--- config.mk ---
export PLATFORM = sky130hd
export DESIGN_NAME = fetch_unit
export DESIGN_NICKNAME = d
export VERILOG_FILES = /design/src/rtl/fetch_unit_pkg.sv /design/src/rtl/fetch_queue.sv /design/src/rtl/fetch_unit.sv
export SDC_FILE = /design/constraint.sdc
export NUM_CORES = 1
export LEC_CHECK = 0
export ABC_CLOCK_PERIOD_IN_PS = 2600
export BUFFER_PORTS_ARGS = -buffer_cell sky130_fd_sc_hd__buf_4
export CAP_MARGIN = 20
export CORE_AREA = 5 5 107 109
export CTS_CLUSTER_DIAMETER = 150
export DETAILED_ROUTE_END_ITERATION = 8
export DIE_AREA = 0 0 112 114
export GPL_ROUTABILITY_DRIVEN = 1
export PLACE_DENSITY = 0.76
export SYNTH_ARGS = -nofsm -noshare
export SYNTH_HDL_FRONTEND = slang
export SYNTH_SLANG_ARGS = --single-unit
--- constraint.sdc ---
create_clock -name clk -period 2.6 [get_ports clk]
set_input_delay 0.52 -clock clk [delete_from_list [all_inputs] [get_ports clk]]
set_output_delay 0.52 -clock clk [all_outputs]
set_load 0.05 [all_outputs]
--- src/rtl/fetch_unit_pkg.sv ---
// Shared widths, reset PC and issue-window helper for the instruction fetch front end.
package fetch_unit_pkg;

  localparam int ADDR_W_DEF   = 8;
  localparam int INSN_W_DEF   = 32;
  localparam int RESET_PC_DEF = 0;

  // Room for one more read once words held plus words in flight, net of this cycle's pop, stay below two.
  function automatic logic issue_ok(input logic [1:0] occ, input logic inflight, input logic pop);
    return ({1'b0, occ} + {2'b00, inflight}) < (3'd2 + {2'b00, pop});
  endfunction

endpackage

--- src/rtl/fetch_queue.sv ---
// Two-entry FIFO of {pc, insn}; head is always entry0 so outputs come straight from registers.
module fetch_queue #(
  parameter int W = 40
) (
  input  logic         clk,
  input  logic         reset,
  input  logic         push,
  input  logic         pop,
  input  logic         flush,
  input  logic [W-1:0] din,
  output logic [1:0]   occ,
  output logic [W-1:0] head
);

  logic [W-1:0] entry0;
  logic [W-1:0] entry1;
  logic         pop_ok;

  assign pop_ok = pop && (occ != 2'd0);
  assign head   = entry0;

  always_ff @(posedge clk or negedge reset) begin
    if (!reset) begin
      occ    <= 2'd0;
      entry0 <= '0;
      entry1 <= '0;
    end else if (flush) begin
      occ <= 2'd0;
    end else begin
      case ({push, pop_ok})
        2'b10: begin
          if (occ == 2'd0) begin
            entry0 <= din;
            occ    <= 2'd1;
          end else if (occ == 2'd1) begin
            entry1 <= din;
            occ    <= 2'd2;
          end
        end
        2'b01: begin
          entry0 <= entry1;
          occ    <= occ - 2'd1;
        end
        2'b11: begin
          // Occupancy is unchanged; the pushed word lands behind whatever remains.
          if (occ == 2'd1) begin
            entry0 <= din;
          end else begin
            entry0 <= entry1;
            entry1 <= din;
          end
        end
        default: ;
      endcase
    end
  end

endmodule

--- src/rtl/fetch_unit.sv ---
// Instruction fetch: owns the PC, issues one read per cycle and buffers returned words for decode.
module fetch_unit
  import fetch_unit_pkg::*;
#(
  parameter int ADDR_W   = ADDR_W_DEF,
  parameter int INSN_W   = INSN_W_DEF,
  parameter int RESET_PC = RESET_PC_DEF
) (
  input  logic              clk,
  input  logic              reset,
  output logic              imem_en,
  output logic [ADDR_W-1:0] imem_addr,
  input  logic [INSN_W-1:0] imem_rdata,
  input  logic              redirect_valid,
  input  logic [ADDR_W-1:0] redirect_pc,
  output logic              insn_valid,
  input  logic              insn_ready,
  output logic [INSN_W-1:0] insn_data,
  output logic [ADDR_W-1:0] insn_pc
);

  localparam int QW = ADDR_W + INSN_W;
  localparam logic [ADDR_W-1:0] START_PC = ADDR_W'(RESET_PC);

  logic [ADDR_W-1:0] pc;
  logic [ADDR_W-1:0] inflight_addr;
  logic              inflight;
  logic [1:0]        occ;
  logic [QW-1:0]     head;
  logic              pop;
  logic              push;
  logic              issue;

  assign insn_valid = (occ != 2'd0);
  assign pop        = insn_valid & insn_ready;
  // A redirect kills the read returning this cycle, so its data is never queued.
  assign push       = inflight & ~redirect_valid;

  always_comb begin
    issue     = 1'b0;
    imem_addr = START_PC;
    if (reset) begin
      issue     = redirect_valid | issue_ok(occ, inflight, pop);
      imem_addr = redirect_valid ? redirect_pc : pc;
    end
  end

  assign imem_en = issue;

  always_ff @(posedge clk or negedge reset) begin
    if (!reset) begin
      pc            <= START_PC;
      inflight      <= 1'b0;
      inflight_addr <= START_PC;
    end else begin
      inflight <= issue;
      if (issue) begin
        pc            <= imem_addr + 1'b1;
        inflight_addr <= imem_addr;
      end
    end
  end

  fetch_queue #(
    .W(QW)
  ) u_queue (
    .clk  (clk),
    .reset(reset),
    .push (push),
    .pop  (pop),
    .flush(redirect_valid),
    .din  ({inflight_addr, imem_rdata}),
    .occ  (occ),
    .head (head)
  );

  assign {insn_pc, insn_data} = head;

endmodule

==> results.json, run 1 <==
{
  "crit_required_ps": 2080,
  "final_max_slew_viol_count": 0,
  "setup.worst_path.start": "u_queue.occ[0]",
  "routed-wl-met2_um": 4594,
  "drive_above_1_share_pct": 36.51,
  "avgViaCountPerCell": 5.003,
  "rows": 38,
  "drt-pass1-iter-count": 4,
  "syn_area_um2": 4587,
  "die-width_um": 112,
  "power_per_cell_area_nw_per_um2": 1001,
  "worstPathBufferInverterCount": 2,
  "grt_pass1_wl_um": 16290,
  "placed_cell_area_um2": 5399,
  "cts_buffers": 9,
  "synth.top_cell.area_share_pct": 54.01,
  "crit_arrival_ps": 1970,
  "antennaDiodeCount": 0,
  "io_pins": 94,
  "postSynthRegisterBits": 99,
  "finalHoldViolCount": 0,
  "wirelength_met1_um": 4442,
  "top_layer": "met4",
  "critical_path.top_delay_family": "flip-flops",
  "run_status": "complete, no violations",
  "final.period_utilization_pct": 95.69,
  "route.detailed.drc": 0,
  "grt_pass1_vias": 3276,
  "route.detailed.wl_per_inst_um": 15.29,
  "post_synth_edffs": 0,
  "floorplan.core_area_um2": 10510,
  "final_design_area_no_fill_um2": 5639,
  "maximum_number_of_pins_on_one_net_before_global_route_repair": 81,
  "post_synth_inst_count": 395,
  "tightest_slew_ps": 702.3,
  "syn_nets": 444,
  "yosys.cell_count.top_type": "dfrtp_1",
  "hpwl_um": 6732,
  "critPathLaunchType": "flip-flop",
  "drt-total-wl_um": 9678,
  "synth.distinct_cells": 43,
  "cp_max_fo": 6,
  "die_h_um": 114,
  "path_cells": "ha_1 -> ha_2 -> nor4b_4 -> o31ai_4 -> inv_2 -> buf_8",
  "synth_area_leaders": "dfrtp_1, mux2_2, mux2i_1",
  "clock_insertion_delay_worst_skew_ps": 360,
  "synthesis.area_per_instance_um2": 11.61,
  "total_leakage_power_nw": 2.782,
  "area_leader_netlist": "dfrtp_1",
  "synthesis.yosys.warnings": 0,
  "clkTransAtPathRegs_ps": 90,
  "synth.yosys.seq_area_share_pct": 54.01,
  "grt_setup_unrepaired": "no",
  "port-buffer-count": 93,
  "num_vias": 3167,
  "setup_violations": 0,
  "ctsHtreeMaxLevel": 3,
  "final.min_clock_period_ps": 2488,
  "cts_sinks": 99,
  "drv_cap": 0,
  "worst_path_max_delay_cell": "dfrtp_2",
  "layout.nets": 537,
  "tritoncts_clock_tree": "done",
  "ys_dominant_reg_cell": "dfrtp_1",
  "drtAntennaViolNets": 0,
  "hp-class": "in -> async",
  "die_area_um2": 12770,
  "most_frequent_cells_after_synthesis": "dfrtp_1, nor2_1, a21oi_1, mux2_2, mux2i_1",
  "worstSetupEndpointType": "primary output",
  "start_util_pct": 43.65,
  "type_of_the_worst_setup_path": "reg -> out",
  "flow.area_growth_from_synthesis_pct": 22.94,
  "worst_flop_to_flop_path_startpoint": "u_queue.occ[1]",
  "timing.fmax_mhz": 401.9,
  "grt_overflow_total": 0,
  "worst_ir_drop_vdd_v": 0.0004771,
  "critical_path.max_stage_delay_ps": 450,
  "met3_length_um": 478,
  "initial_antenna_violation_count": 0,
  "drtIter0Drc": 123,
  "postSynth.asyncResetShare_pct": 100.0,
  "gr-usage-all-layers_pct": 15.81,
  "clock_tree.buffer_depth": 2,
  "place_congestion": 0.9056,
  "cts_root_buf": "clkbuf_8",
  "finClkSkew_ps": 9.986,
  "setup-tns-final_ps": 0,
  "remaining_max_slew_budget_at_the_tightest_pin_pct": 53.18
}
[sequential cells by signal (all words and copies together), names as in the netlist]
signal          count
inflight            1
inflight_addr       8
pc                  8
u_queue.head       40
u_queue.entry1     40
u_queue.occ         2
[per-stage QoR]
stage,setup WS [ps],hold slack [ps],util (%),power (W),cells
CTS,27.16,178.0,53.20,0.005704,628
global placement,408.5,363.4,51.38,0.004690,611
finish,112.1,193.9,53.67,0.005646,633
floorplan,59.77,224.4,-,0.004045,395
detailed placement,352.2,363.9,51.38,0.004776,611
global route,19.39,189.1,53.67,0.005999,633
[final timing paths]
kind,to,slack (ps),cells past startpoint
worst min-delay path,pc[1],190,2
worst max register to register,u_queue.head[30],570,8
worst min register to register,pc[1],480,2
max in group asynchronous,u_queue.head[19],1720,2
min in group clk,u_queue.entry1[3],380,2
worst max-delay path,imem_en,110,6
[metal layers]
layer  vias to the layer above  global-route usage, %
li1                       1555                      -
met1                      1517                  21.22
met2                        80                  25.58
met3                        15                  3.236
met4                         0                  5.849
met5                         -                      0
[power breakdown]
group / switching [W] / internal, W / leakage [nW] / total [W]
sequential: 0.000304 / 0.00211 / 1.18 / 0.00241
clock: 0.000513 / 0.000404 / 0.0900 / 0.000917
combinational: 0.00146 / 0.000864 / 1.51 / 0.00232
[cell usage in the layout (no fill, tap or decap), drive strengths merged]
cell type    count
mux2            46
xnor2            6
dfrtp           99
o22ai            1
a21oi           46
and3             1
nand2b           2
xor2             1
nor4b            1
nor2            48
o22a             1
a211oi           1
dlygate4sd3      1
buf            106
o31ai            1
a311oi           1
ha               5
nor2b            2
nand3b           1
clkinvlp         1
and2             1
nand3            4
o211ai           1
mux2i           43
a21o             1
nor3             4
nand4            3
clkinv           1
o21ai           10
nand4b           1
inv             11
clkbuf          13
nand2           28
a21boi           1
[final cells by class]
type	instances	area (um2)
clock buffers	13	158.9
clock inverters	3	21.27
fillers	924	4868
inverters	10	37.54
multi-input cells	261	1916
flip-flops and latches	99	2480
well taps	140	175.2
repair buffers	107	850.8
[cell families (layout without fill, tap and decap cells)]
group	Yosys count	in the layout	share of synthesized area, %
flip-flops	99	99	54.01
AO/OA/AOI/OAI	64	64	8.184
buffers and inverters	35	133	4.664
multiplexers	89	89	20.76
AND/OR/NAND/NOR	96	96	9.684
adder cells (fa/ha/maj)	5	5	1.364
XOR/XNOR	7	7	1.337
[timing repair]
item	4_1_cts	5_1_grt
endpoints found under the hold margin	3	0
endpoints found under the setup margin	1	1
cloned	0	0
buffers inserted	0	5
hold buffers	1	0
gates resized for setup	1	4
pin swaps	1	1
No activity file was read; power rests on OpenSTA's default activity.
==> run 2, diff against run 1 <==
--- a/config.mk
+++ b/config.mk
@@ -7,13 +7,13 @@
 export LEC_CHECK = 0
 export ABC_CLOCK_PERIOD_IN_PS = 2600
 export BUFFER_PORTS_ARGS = -buffer_cell sky130_fd_sc_hd__buf_4
-export CAP_MARGIN = 20
 export CORE_AREA = 5 5 107 109
 export CTS_CLUSTER_DIAMETER = 150
 export DETAILED_ROUTE_END_ITERATION = 8
 export DIE_AREA = 0 0 112 114
 export GPL_ROUTABILITY_DRIVEN = 1
 export PLACE_DENSITY = 0.76
+export RECOVER_POWER = 100
 export SYNTH_ARGS = -nofsm -noshare
 export SYNTH_HDL_FRONTEND = slang
 export SYNTH_SLANG_ARGS = --single-unit
==> results.json, run 2 (synthesis gave the netlist of run 1 again) <==
{
  "tightest_slew_ps": 1590,
  "critical_path.max_stage_delay_ps": 450,
  "sequential_cell_area_um2": 2480,
  "clock_insertion_delay_worst_skew_ps": 360,
  "drtAntennaViolNets": 0,
  "worst_ir_drop_vdd_v": 0.0004370,
  "initial_antenna_violation_count": 0,
  "drive_above_1_share_pct": 26.77,
  "drt-total-wl_um": 9704,
  "hp-class": "in -> async",
  "type_of_the_worst_setup_path": "reg -> out",
  "report.power.total_w": 0.005418,
  "final.min_clock_period_ps": 2492,
  "critPathLaunchType": "flip-flop",
  "worstPathBufferInverterCount": 2,
  "floorplan.core_area_um2": 10510,
  "total_leakage_power_nw": 2.601,
  "worst_r2r_path_depth": 6,
  "layout_common_cells": "dfrtp_1, buf_4, clkbuf_1, nor2_1, a21oi_1",
  "power_per_cell_area_nw_per_um2": 1000,
  "flow.area_growth_from_synthesis_pct": 18.09,
  "hpwl_um": 6732,
  "finalHoldViolCount": 0,
  "ctsHtreeMaxLevel": 3,
  "drv_cap": 1,
  "route.detailed.drc": 0,
  "io_pins": 94,
  "drt-pass1-iter-count": 4,
  "setup_violations": 0,
  "gr-usage-all-layers_pct": 15.81,
  "setup-tns-final_ps": 0,
  "cts_root_buf": "clkbuf_8",
  "avgViaCountPerCell": 5.011,
  "port-buffer-count": 93,
  "cts_sinks": 99,
  "grt_pass1_vias": 3276,
  "crit_arrival_ps": 1970,
  "worstSetupEndpointType": "primary output",
  "failed_checks": "capacitance limit, slew limit",
  "cts_buffers": 9,
  "fillers": 978,
  "tritoncts_clock_tree": "done",
  "critical_path.top_delay_family": "flip-flops",
  "layout.nets": 537,
  "layout.cells.most_common": "dfrtp_1",
  "die_h_um": 114,
  "start_util_pct": 43.65,
  "place_congestion": 0.9056,
  "clock_tree.buffer_depth": 2,
  "grt_overflow_total": 0,
  "preCtsSetupSlack_ps": 352.2,
  "die-width_um": 112,
  "timing.fmax_mhz": 401.2,
  "multi_input_area_um2": 1909,
  "drtIter0Drc": 114,
  "grt_pass1_wl_um": 16290,
  "route.detailed.wl_per_inst_um": 15.33,
  "num_vias": 3172,
  "path_cells": "ha_1 -> ha_2 -> nor4b_4 -> o31ai_4 -> inv_2 -> buf_6",
  "grt_setup_unrepaired": "no",
  "clkTransAtPathRegs_ps": 90,
  "rows": 38,
  "finClkSkew_ps": 9.289,
  "remaining_max_slew_budget_at_the_tightest_pin_pct": -5.994,
  "die_area_um2": 12770,
  "crit_required_ps": 2080,
  "worst_path_max_delay_cell": "dfrtp_2",
  "cp_max_fo": 6,
  "final.period_utilization_pct": 95.86,
  "run_status": "finished, violations left",
  "antennaDiodeCount": 0,
  "final_max_slew_viol_count": 32,
  "critical_path_cell_count": 6,
  "timing.final.ws_setup_ps": 107.5,
  "maximum_number_of_pins_on_one_net_before_global_route_repair": 81
}
## run 2: final timing paths
| kind | from | endpoint | slack, ps |
|---|---|---|---|
| setup / recovery | u_queue.occ[0] | imem_en | 110 |
| hold / removal | reset | pc[1] | 360 |
| setup reg to reg | u_queue.occ[1] | u_queue.entry1[19] | 230 |
| hold reg to reg | pc[1] | pc[1] | 480 |
| max in group asynchronous | reset | u_queue.head[29] | 920 |
| min in group clk | imem_rdata[3] | u_queue.entry1[3] | 380 |
## run 2: where the power goes
part,total (W),switching [W],internal [W]
Combinational,0.00210,0.00146,0.000642
Sequential,0.00240,0.000299,0.00211
Clock,0.000916,0.000512,0.000404
## run 2: metal layers
layer  vias to the layer above  track usage [%]  wire length [um]
met5                         -                0                 0
met4                         0            5.849               178
met3                        19            3.236               466
met2                        86            25.58              4546
met1                      1513            21.22              4513
li1                       1554                -                 -
## run 2: final cells by class
type,instances,area share (%)
Inverter,10,0.6930
Clock buffer,13,2.934
Multi-Input combinational cell,261,35.25
Sequential cell,99,45.78
Timing Repair Buffer,107,11.71
Clock inverter,3,0.3927
Tap cell,140,3.234
## run 2: timing repair
item / CTS / global route
endpoints found under the hold margin: 3 / 0
hold buffers: 1 / 0
resized for setup: 1 / 4
setup endpoints to repair: 1 / 1
setup buffers: 0 / 5
pin swaps: 1 / 1
## run 2: through the flow
stage | cell area (um2) | std cells | hold slack [ps] | utilization (%)
6_report | 5416 | 633 | 355.0 | 51.55
5_1_grt | 5416 | 633 | 373.9 | 51.55
4_1_cts | 5590 | 628 | 178.0 | 53.20
3_5_place_dp | 5399 | 611 | 363.9 | 51.38
3_3_place_gp | 5399 | 611 | 363.4 | 51.38
2_1_floorplan | 4587 | 395 | 224.4 | -
